--- src/rtl/player_proj_scheduler.sv ---
// player_proj_scheduler: fixed pool of player projectile slots.
//   clk_master, rst_n (async active-low)
//   pulse_stepCycle : game-step strobe; fire/cooldown/movement act on it
//   fire            : level fire request
//   playerX         : player left edge
//   gameOver        : flushes all slots, blocks fire
//   projHit         : per-slot collision strobe
//   projActive/projX/projY : slot state (X/Y valid only while active)
//   shotFired       : strobe on an accepted shot
//   cooldownBusy    : cooldown counter nonzero
module player_proj_scheduler #(
  parameter int NUM_SLOTS    = 4,
  parameter int PROJ_STEP    = 10,
  parameter int TOP_BOUNDARY = 35,
  parameter int COOLDOWN     = 8,
  parameter int PLAYER_Y     = 450,
  parameter int PLAYER_W     = 30,
  parameter int PROJ_W       = 10,
  parameter int PROJ_H       = 10
) (
  input  logic                   clk_master,
  input  logic                   rst_n,
  input  logic                   pulse_stepCycle,
  input  logic                   fire,
  input  logic [9:0]             playerX,
  input  logic                   gameOver,
  input  logic [NUM_SLOTS-1:0]   projHit,
  output logic [NUM_SLOTS-1:0]   projActive,
  output logic [10*NUM_SLOTS-1:0] projX,
  output logic [9*NUM_SLOTS-1:0] projY,
  output logic                   shotFired,
  output logic                   cooldownBusy
);

  localparam int CW = (COOLDOWN < 1) ? 1 : $clog2(COOLDOWN + 1);
  localparam logic [9:0]    X_OFF   = 10'((PLAYER_W - PROJ_W) / 2);
  localparam logic [8:0]    Y_SPAWN = 9'(PLAYER_Y - PROJ_H);
  localparam logic [8:0]    Y_LIMIT = 9'(TOP_BOUNDARY + PROJ_STEP);
  localparam logic [8:0]    Y_STEP  = 9'(PROJ_STEP);
  localparam logic [CW-1:0] CD_LOAD = CW'(COOLDOWN);

  logic [CW-1:0]        cooldown;
  logic [CW-1:0]        cooldown_nxt;
  logic                 accept;
  logic                 found;
  logic [NUM_SLOTS-1:0] alloc;

  // Lowest-index free slot, taken from the pre-update active bits so a slot
  // freed by the boundary check this pulse is not reused until the next one.
  always_comb begin
    alloc = '0;
    found = 1'b0;
    for (int unsigned i = 0; i < NUM_SLOTS; i++) begin
      if (!projActive[i] && !found) begin
        alloc[i] = 1'b1;
        found    = 1'b1;
      end
    end
  end

  always_comb begin
    accept = pulse_stepCycle && fire && !gameOver && (cooldown == '0) && found;
    cooldown_nxt = cooldown;
    if (pulse_stepCycle) begin
      if (accept)
        cooldown_nxt = CD_LOAD;
      else if (cooldown != '0)
        cooldown_nxt = cooldown - CW'(1);
    end
  end

  always_ff @(posedge clk_master or negedge rst_n) begin
    if (!rst_n) begin
      projActive   <= '0;
      projX        <= '0;
      projY        <= '0;
      shotFired    <= 1'b0;
      cooldownBusy <= 1'b0;
      cooldown     <= '0;
    end else begin
      shotFired    <= accept;
      cooldown     <= cooldown_nxt;
      cooldownBusy <= (cooldown_nxt != '0);
      // Priority per slot: gameOver > new spawn > hit > movement.
      // Boundary test precedes the subtraction so Y never wraps.
      for (int unsigned i = 0; i < NUM_SLOTS; i++) begin
        if (gameOver) begin
          projActive[i] <= 1'b0;
        end else if (accept && alloc[i]) begin
          projActive[i]     <= 1'b1;
          projX[10*i +: 10] <= playerX + X_OFF;
          projY[9*i +: 9]   <= Y_SPAWN;
        end else if (projHit[i]) begin
          projActive[i] <= 1'b0;
        end else if (pulse_stepCycle && projActive[i]) begin
          if (projY[9*i +: 9] < Y_LIMIT)
            projActive[i] <= 1'b0;
          else
            projY[9*i +: 9] <= projY[9*i +: 9] - Y_STEP;
        end
      end
    end
  end

endmodule
--- config.mk ---
export PLATFORM = sky130hd
export DESIGN_NAME = player_proj_scheduler
export DESIGN_NICKNAME = d
export VERILOG_FILES = /design/src/rtl/player_proj_scheduler.sv
export SDC_FILE = /design/constraint.sdc
export NUM_CORES = 1
export LEC_CHECK = 0
export BUFFER_PORTS_ARGS = -buffer_cell sky130_fd_sc_hd__clkbuf_2
export CAP_MARGIN = 5
export CORE_MARGIN = 5
export CORE_UTILIZATION = 32
export CTS_BUF_LIST = sky130_fd_sc_hd__clkbuf_8 sky130_fd_sc_hd__clkbuf_16
export CTS_CLUSTER_SIZE = 10
export DETAILED_ROUTE_END_ITERATION = 8
export PLACE_DENSITY = 0.5
export SETUP_SLACK_MARGIN = 0.4
export SLEW_MARGIN = 0
export SYNTH_ARGS = -nofsm -noshare
export SYNTH_HDL_FRONTEND = slang
export SYNTH_SLANG_ARGS = --single-unit
export TNS_END_PERCENT = 5
--- constraint.sdc ---
create_clock -name clk_master -period 4.5 [get_ports clk_master]
set_input_delay 0.9 -clock clk_master [delete_from_list [all_inputs] [get_ports clk_master]]
set_output_delay 0.9 -clock clk_master [all_outputs]
set_load 0.05 [all_outputs]
==> metrics.txt, run 1 <==
total power=2.33 mW; share of the synthesized area in the top cell type=between 50% and 60%; H-Tree Depth=3; sw frac=39.5%; Comb pwr share=31.4%; maximum vdd drop=0.164 mV; post-synthesis sequential area ratio=51.6%; Synthesis Warnings=0; leakage=2.57 nW; Chip Width=121 um; Crit Path Class=in -> reg; Slew headroom=21.9%; # diodes=0; Num CTS Buffers=9; crit path time final=2610 ps; Clock transition at path regs=roughly 60 ps; CTS tree=done; Seq cells post-synth=82; Post-Place Worst Slack=between 1500 and 2000 ps; Fillers=1232; critical path launch point type=input port; Yosys cell types=between 40 and 50; first-pass GRT wire length=17.2 mm; Setup crit start=gameOver; setup TNS=0 ps; DR WL/cell=about 16 um; Final Hold Vio Count=0; GR peak layer=met2; critical path, cell by cell=clkbuf_2 -> nand4b_2 -> nor3_2 -> mux2_2; internal power=between 1 and 1.5 mW; Switching Power=0.920 mW; vias in the first global route=3148; Total Nets Final=527; detailed placement HPWL=7.82 mm; clock skew=4.52 ps; cts hold-fix bufs=0; CP max-delay cell=nor3_2; Worst-Skew Late Latency=340 ps; Layout area overhead=22.2%; Mapped Avg Cell Area=9.86 um^2; count of final max-slew check failures=0; largest net degree at the start of global routing=83; status=completed; Worst Setup End Kind=register; wire length after detailed routing=10.8 mm; initial antenna violation count=0; Post-synth top flop=dfrtp_1; die height=121 um; Final Util=40.1%; worst-margin pin slew=roughly 1200 ps; worst r2r src=cooldown[0]; power share of the sequential group=40.3%; Post-CTS Setup Inserts=0; GRT overflow=0; Final Wtd Congestion=0.798; P per Cell Area=479 nW/um^2; initial cell density of the core=between 30% and 40%; flop2flop setup slack=2000 ps; gr usage total=~15%; hold crit path type=reg -> reg; Routed Antenna Nets=0; RSZ-0062 raised after global routing=false; maximum fanout along the worst path=15; met1 usage=19.7%; storage element area=2050 um^2; asr flop ratio synth=100%; Root Buffer=clkbuf_16; drt pass-1 iters=4; Die ar.=14800 um^2; Clk pwr share=28.3%; Final Worst Setup Slack=roughly 1900 ps; Post-synth top cells=nand2_1 (91), dfrtp_1 (82), nor2_1 (28); Vias=3270; Core Rows=40; fmax=about 380 MHz; clk sink count=82; Critical Path RT=4720 ps; Iter 0 DRT Violations=~190; critical path arrival=2830 ps; post-CTS resize count=0; CTS Buffer Depth=2; worst reg2reg path depth=5; area leader, netlist=dfrtp_1; count leader, synth=nand2_1; min-delay src=projX[0]; I/O pin count=101; Synth area leaders=dfrtp_1 (52%), nand2_1 (8.6%), mux2i_1 (3.8%); drt via density=4.87; Synth Cell Area=slightly below 4000 um^2; met3 Use GR=5.13%; EDFF count, synth=0; buffers added on ports=96; met2 usage=23.9%; CP max stage delay=920 ps; layout cell share with drive strength beyond 1=26.4%; fin crit share=slightly below 60%; final setup vio count=0; core area=between 10000 and 15000 um^2; Worst R2R End=projX[38]; Post-Synthesis Cells=403; DRC Markers=0; worst hold stages=2; Multi-input gate area=1770 um^2; max_cap viols=0; Min-Delay Endpoint=projX[0]
==> power groups by stage <==
| stage | clock network [mW] | registers, mW | logic [mW] |
|---|---|---|---|
| floorplan | 0 | 1.23 | 0.258 |
| global placement | 0 | 0.950 | 0.725 |
| detailed placement | 0 | 0.951 | 0.739 |
| CTS | 0.684 | 0.938 | 0.740 |
| global route | 0.716 | 0.957 | 0.785 |
| finish | 0.659 | 0.938 | 0.731 |
==> critical path: cells and delay by family <==
kind,cells,cell delay (ps)
buffers and inverters,1,180
muxes,1,410
and+or+nand+nor,2,1330
==> stage by stage <==
stage               area (um^2)  std cells  hold slack [ps]
floorplan                  3990        406              491
global placement           4590        655              459
detailed placement         4590        655              463
CTS                        4860        671              478
global route               4860        671              510
finish                     4860        671              472
==> cell type report <==
cell class | count | share of cell area, %
well taps | 168 | 4.33
multi-input cells | 290 | 36.5
flip-flops and latches | 82 | 42.3
inverters | 18 | 1.39
repair buffers | 97 | 10.1
clock inverters | 6 | 0.541
clock buffers | 10 | 4.92
==> per-layer routing <==
| metal | part of all wire, % | wire [um] |
|---|---|---|
| met2 | 47 | 5040 |
| met3 | 7.6 | 821 |
| met1 | 45 | 4870 |
| met4 | 0.86 | 93 |
| met5 | 0 | 0 |
==> flip-flops by register name (all words and copies together), names as in the netlist <==
| signal | flops |
|---|---|
| shotFired | 1 |
| projX | 40 |
| cooldownBusy | 1 |
| projY | 32 |
| projActive | 4 |
| cooldown | 4 |
==> cells in the final DEF (no fill, tap or decap), drive strengths merged, types with 7 or more instances in the layout <==
cell / Yosys / final
nand3: 16 / 16
mux2i: 15 / 15
inv: 18 / 21
o21ai: 19 / 19
ha: 10 / 10
mux2: 12 / 12
nor3: 10 / 10
clkbuf: 1 / 105
nor2: 28 / 28
or3: 7 / 7
nand2: 91 / 91
a21oi: 12 / 12
dfrtp: 82 / 82
==> worst max path at each step <==
stage	endpoint	slack [ps]	depth (start not counted)
finish	projX[38]	1890	4
global route	projX[36]	1820	4
CTS	projX[36]	1910	4
detailed placement	projX[36]	1540	4
global placement	projX[39]	1620	4
floorplan	cooldownBusy	2260	4
==> kinds of logic after synthesis <==
family                   count (synthesis)  synth area share, %
AND/OR/NAND/NOR                        184                 22.9
flip-flops                              82                 51.6
AO/OA/AOI/OAI                           54                 8.47
buffers and inverters                   34                 4.12
multiplexers                            27                 7.18
XOR/XNOR                                11                 2.42
adder cells (fa/ha/maj)                 10                 3.15
other                                    1               0.0943
(Power assumes the default switching activity.)
==> run 2, diff against run 1 <==
- PLACE_DENSITY: 0.5 -> 0.52
- clock period: 4.5 -> 2.2 ns (I/O delays scaled with it)
==> run 2 against run 1 <==
  * Final cell count rose by 2.5%
  * Clock skew about the same
  * Clock power rose by 130%
  * Setup slack got worse by 1400 ps
  * Sequential power increased by 100%
  * Flip-flop and latch count did not move
  * Register-to-register slack worse by 1500 ps
  * Core utilization rose by 2.1 points
  * Critical endpoint is now cooldownBusy
  * Largest power group unchanged
==> metrics.txt, run 2 (synthesis results as in run 1) <==
status=completed; vias in the first global route=3231 (+2.6%); hold crit path type=in -> async; drt pass-1 iters=4 (unchanged); fmax=577 MHz; Worst Setup End Kind=register; worst hold slack=41.8 ps (-431 ps); worst-margin pin slew=569 ps (-587 ps); max_cap viols=0 (unchanged); maximum vdd drop=0.342 mV (+110%); initial antenna violation count=0 (unchanged); critical path arrival=1950 ps (-880 ps); first-pass GRT wire length=17.8 mm (+3.5%); Crit Path Class=reg -> reg; DR WL/cell=16.0 um (-0.71%); fin crit share=roughly four fifths; final setup vio count=0 (unchanged); Die ar.=14800 um^2 (unchanged); Root Buffer=clkbuf_16; die height=121 um (unchanged); DRC Markers=0 (unchanged); Num CTS Buffers=9 (unchanged); buffers added on ports=96 (unchanged); leakage=2.69 nW (+4.9%); Iter 0 DRT Violations=198 (+4.8%); worst reg2reg path depth=3 (-2); crit path time final=1730 ps; Total Nets Final=544 (+3.2%); Slew headroom=61.8% (+40 points); Critical Path RT=2410 ps (-2310 ps); Worst R2R End=cooldownBusy; gr usage total=15.5% (+0.40 points); clock skew=4.87 ps (+0.348 ps); critical path launch point type=register; most frequent cells in the layout=clkbuf_2 (95), nand2_1 (91), dfrtp_1 (81); initial cell density of the core=32.8% (unchanged); Core Rows=40 (unchanged); detailed placement HPWL=8.14 mm (+4.1%); Layout area overhead=28.5%; I/O pin count=101 (unchanged); Final Util=42.2% (+2.1 points); core area=12100 um^2 (unchanged); Largest register FFs=40 (unchanged); CTS tree=done; flop2flop setup slack=470 ps (-1530 ps); CTS Buffer Depth=2 (unchanged); P per Cell Area=992 nW/um^2 (+110%); H-Tree Depth=3 (unchanged); count of final max-slew check failures=0 (unchanged); cts hold-fix bufs=0 (unchanged); maximum fanout along the worst path=4 (-11); setup TNS=0 ps (unchanged); RSZ-0062 raised after global routing=true; Final Hold Vio Count=0 (unchanged); Worst-Skew Late Latency=330 ps (about the same); Clock transition at path regs=60 ps (about the same); wire length after detailed routing=11.0 mm (+1.8%); Vias=3285 (+0.46%); dpl cells=669 (+2.1%); top flop regs=projX (40), projY (32); Routed Antenna Nets=0 (unchanged); clk sink count=82 (unchanged); Chip Width=121 um (unchanged); GRT overflow=0 (unchanged); commonest non-fill, non-tap cell in the layout=clkbuf_2; Cell Count, Final, Fillers Out=688 (+2.5%); Largest Register=projX; total power=5.07 mW (+120%); # diodes=0 (unchanged); largest net degree at the start of global routing=33 (-60%); worst r2r src=cooldown[2]; layout cell share with drive strength beyond 1=31.0% (+4.5 points); drt via density=4.77 (-2.0%); Final Wtd Congestion=0.833 (+4.4%)
## run 2: per-layer routing
layer | GRT usage (%) | vias to the layer above | share of wire [%]
met2 | 23.8 | 77 | 46
met5 | 0 | - | 0
met3 | 3.73 | 12 | 5.3
met4 | 5.04 | 0 | 1.2
li1 | - | 1616 | -
met1 | 21.4 | 1580 | 47
## run 2: per-stage QoR
stage                     area, um^2  setup slack [ps]
after floorplan                 3990               335
after global placement          4700               224
after detailed placement        4700               110
after CTS                       5080               384
after global routing            5110               397
final                           5110               466
## run 2: where the power goes
part / leakage (nW) / switching [mW] / internal (mW)
Clock: 0.151 / 0.602 / 0.935
Sequential: 1.10 / 0.200 / 1.72
Combinational: 1.44 / 1.17 / 0.434
## run 2: worst max-delay path, stage by stage, from the launching register on
cell	delay [ps]
dfrtp_1	410
or4b_1	530
a211o_1	320
or3b_1	350
## run 2: final cells by class
cell class                 count  area (um^2)
fill                        1235         7010
sequential                    82         2050
multi-input combinational    292         1860
timing repair buffer         112          607
clock buffer                  11          253
tap                          168          210
inverter                      18         67.6
clock inverter                 5         52.6
## run 2: how the worst max path moves through the flow
stage	end	startpoint	cells after the start	slack, ps
2_1_floorplan	cooldownBusy	cooldown[3]	5	340
6_report	cooldownBusy	cooldown[2]	3	470
5_1_grt	projY[5]	pulse_stepCycle	5	400
3_5_place_dp	projY[15]	cooldown[0]	6	110
3_3_place_gp	projY[15]	pulse_stepCycle	5	220
4_1_cts	projY[14]	cooldown[0]	7	380
## run 2: what timing repair did
action,in CTS,in global routing
buffers inserted,1,0
gates resized for setup,10,6
cloned,2,0
pin swaps,5,1
endpoints found under the setup margin,78,64
==> run 3, diff against run 2 <==
- PLACE_DENSITY: 0.52 -> 0.5
- clock period: 2.2 -> 1.7 ns (I/O delays scaled with it)
==> run 3 against run 2 <==
  * Clock skew up 2.8 ps
  * Setup slack worse by 460 ps
  * Clock power is 26% higher
  * Critical endpoint unchanged
  * Largest cell class is now multi-input combinational cells
==> metrics.txt, run 3 (synthesis results as in run 1) <==
status=completed; leakage=3.06 nW (+14%); vias in the first global route=3518 (+8.9%); H-Tree Depth=3 (unchanged); top flop regs=projX (40), projY (32); most frequent cells in the layout=nand2_1 (62), dfrtp_1 (53), buf_4 (43); CTS tree=done; initial antenna violation count=0 (unchanged); Routed Antenna Nets=0 (unchanged); detailed placement HPWL=8.10 mm (-0.52%); drt via density=4.78 (+0.11%); I/O pin count=101 (unchanged); layout cell share with drive strength beyond 1=51.8% (+21 points); Worst R2R End=cooldownBusy; CP Buf/Inv Count=0 (unchanged); Core Rows=40 (unchanged); worst r2r src=cooldown[1]; CP max stage delay=540 ps (about the same); Min-Delay Endpoint=projActive[0]; Largest Register=projX; Critical Path RT=1910 ps (-500 ps); buffers added on ports=96 (unchanged); Fillers=1137 (-7.9%); clk sink count=82 (unchanged); Final Hold Vio Count=0 (unchanged); Final Wtd Congestion=0.812 (-2.5%); clock skew=7.70 ps (+2.83 ps); min-delay src=projHit[0]; Chip Width=121 um (unchanged); # diodes=0 (unchanged); Root Buffer=clkbuf_16; initial cell density of the core=32.8% (unchanged); worst hold stages=2; critical path arrival=1910 ps (-40 ps); core area=12100 um^2 (unchanged); P per Cell Area=1130 nW/um^2 (+14%); DR WL/cell=16.3 um (+1.7%); hold crit path type=in -> reg; DRC Markers=0 (unchanged); worst reg2reg path depth=3 (unchanged); GRT overflow=0 (unchanged); Largest register FFs=40 (unchanged); CP max-delay cell=or4b_4; fmax=590 MHz (+2.4%); CTS Buffer Depth=2 (unchanged); Total Nets Final=574 (+5.5%); maximum fanout along the worst path=3 (-1); Clock transition at path regs=60 ps (about the same); commonest non-fill, non-tap cell in the layout=nand2_1; largest net degree at the start of global routing=36 (+9.1%); Iter 0 DRT Violations=139 (-30%); worst hold slack=217 ps (+175 ps); cell family with most CP delay=simple AND/OR/NAND/NOR gates; critical path launch point type=register; Num CTS Buffers=9 (unchanged); maximum vdd drop=0.540 mV (+58%); flop2flop setup slack=6 ps (-460 ps); count of final max-slew check failures=0 (unchanged); wire length after detailed routing=11.7 mm (+6.1%); Die ar.=14800 um^2 (unchanged); fin crit share=99.7% (+21 points); first-pass GRT wire length=18.1 mm (+1.6%); crit path time final=1690 ps (-40.3 ps); max_cap viols=0 (unchanged); final setup vio count=0 (unchanged); setup TNS=0 ps (unchanged); die height=121 um (unchanged); Layout area overhead=59.7%; Worst Setup End Kind=register; drt pass-1 iters=4 (unchanged); critical path, cell by cell=or4b_4 -> a211o_1 -> or3b_1; RSZ-0062 raised after global routing=true; Worst-Skew Late Latency=340 ps (about the same); gr usage total=15.7% (+0.26 points); Crit Path Class=reg -> reg; Vias=3432 (+4.5%)
[run 3: timing repair]
| item | in CTS | in global routing |
|---|---|---|
| buffers inserted | 6 | 4 |
| resized for setup | 8 | 430 |
| pin swaps | 8 | 83 |
| cloned | 3 | 2 |
| hold buffers | 1 | 0 |
| endpoints found under the hold margin | 22 | 0 |
| setup endpoints to repair | 157 | 157 |
[run 3: worst max path at each step]
stage | to | start | cells after the start
6_report | cooldownBusy | cooldown[1] | 3
5_1_grt | cooldownBusy | cooldown[1] | 3
4_1_cts | cooldownBusy | cooldown[1] | 3
3_5_place_dp | projY[34] | cooldown[1] | 6
3_3_place_gp | projY[34] | cooldown[1] | 6
2_1_floorplan | cooldownBusy | cooldown[1] | 3
[run 3: metrics by stage]
| stage | setup slack, ps | power, mW | instance area, um^2 | utilization [%] | instances |
|---|---|---|---|---|---|
| detailed placement | -57.7 | 4.66 | 4950 | 40.9 | 686 |
| global placement | -23.7 | 4.63 | 4950 | 40.9 | 686 |
| CTS | 15.7 | 6.73 | 5360 | 44.2 | 712 |
| floorplan | 73.6 | 4.08 | 4080 | - | 406 |
| global route | -51.2 | 7.56 | 6350 | 52.4 | 718 |
| finish | 5.95 | 7.21 | 6350 | 52.4 | 718 |
[run 3: cell type report]
class | instances | area (um^2) | area share, %
multi-input combinational | 293 | 2190 | 34.5
sequential | 82 | 2090 | 32.9
timing repair buffer | 141 | 1490 | 23.5
clock buffer | 10 | 239 | 3.76
tap | 168 | 210 | 3.31
inverter | 18 | 70.1 | 1.10
clock inverter | 6 | 58.8 | 0.926
[run 3: layer usage]
| layer | track usage (%) | part of all wire [%] |
|---|---|---|
| met5 | 0 | 0 |
| met4 | 5.88 | 1.6 |
| met3 | 4.94 | 6.5 |
| met2 | 24.0 | 47 |
| met1 | 20.8 | 45 |
[run 3: where the power goes]
group,leakage (nW),internal [mW],switching [mW],total (mW)
sequential,1.06,2.24,0.302,2.55
clock,0.146,1.17,0.774,1.94
combinational,1.86,1.06,1.66,2.72
total,3.06,4.47,2.74,7.21
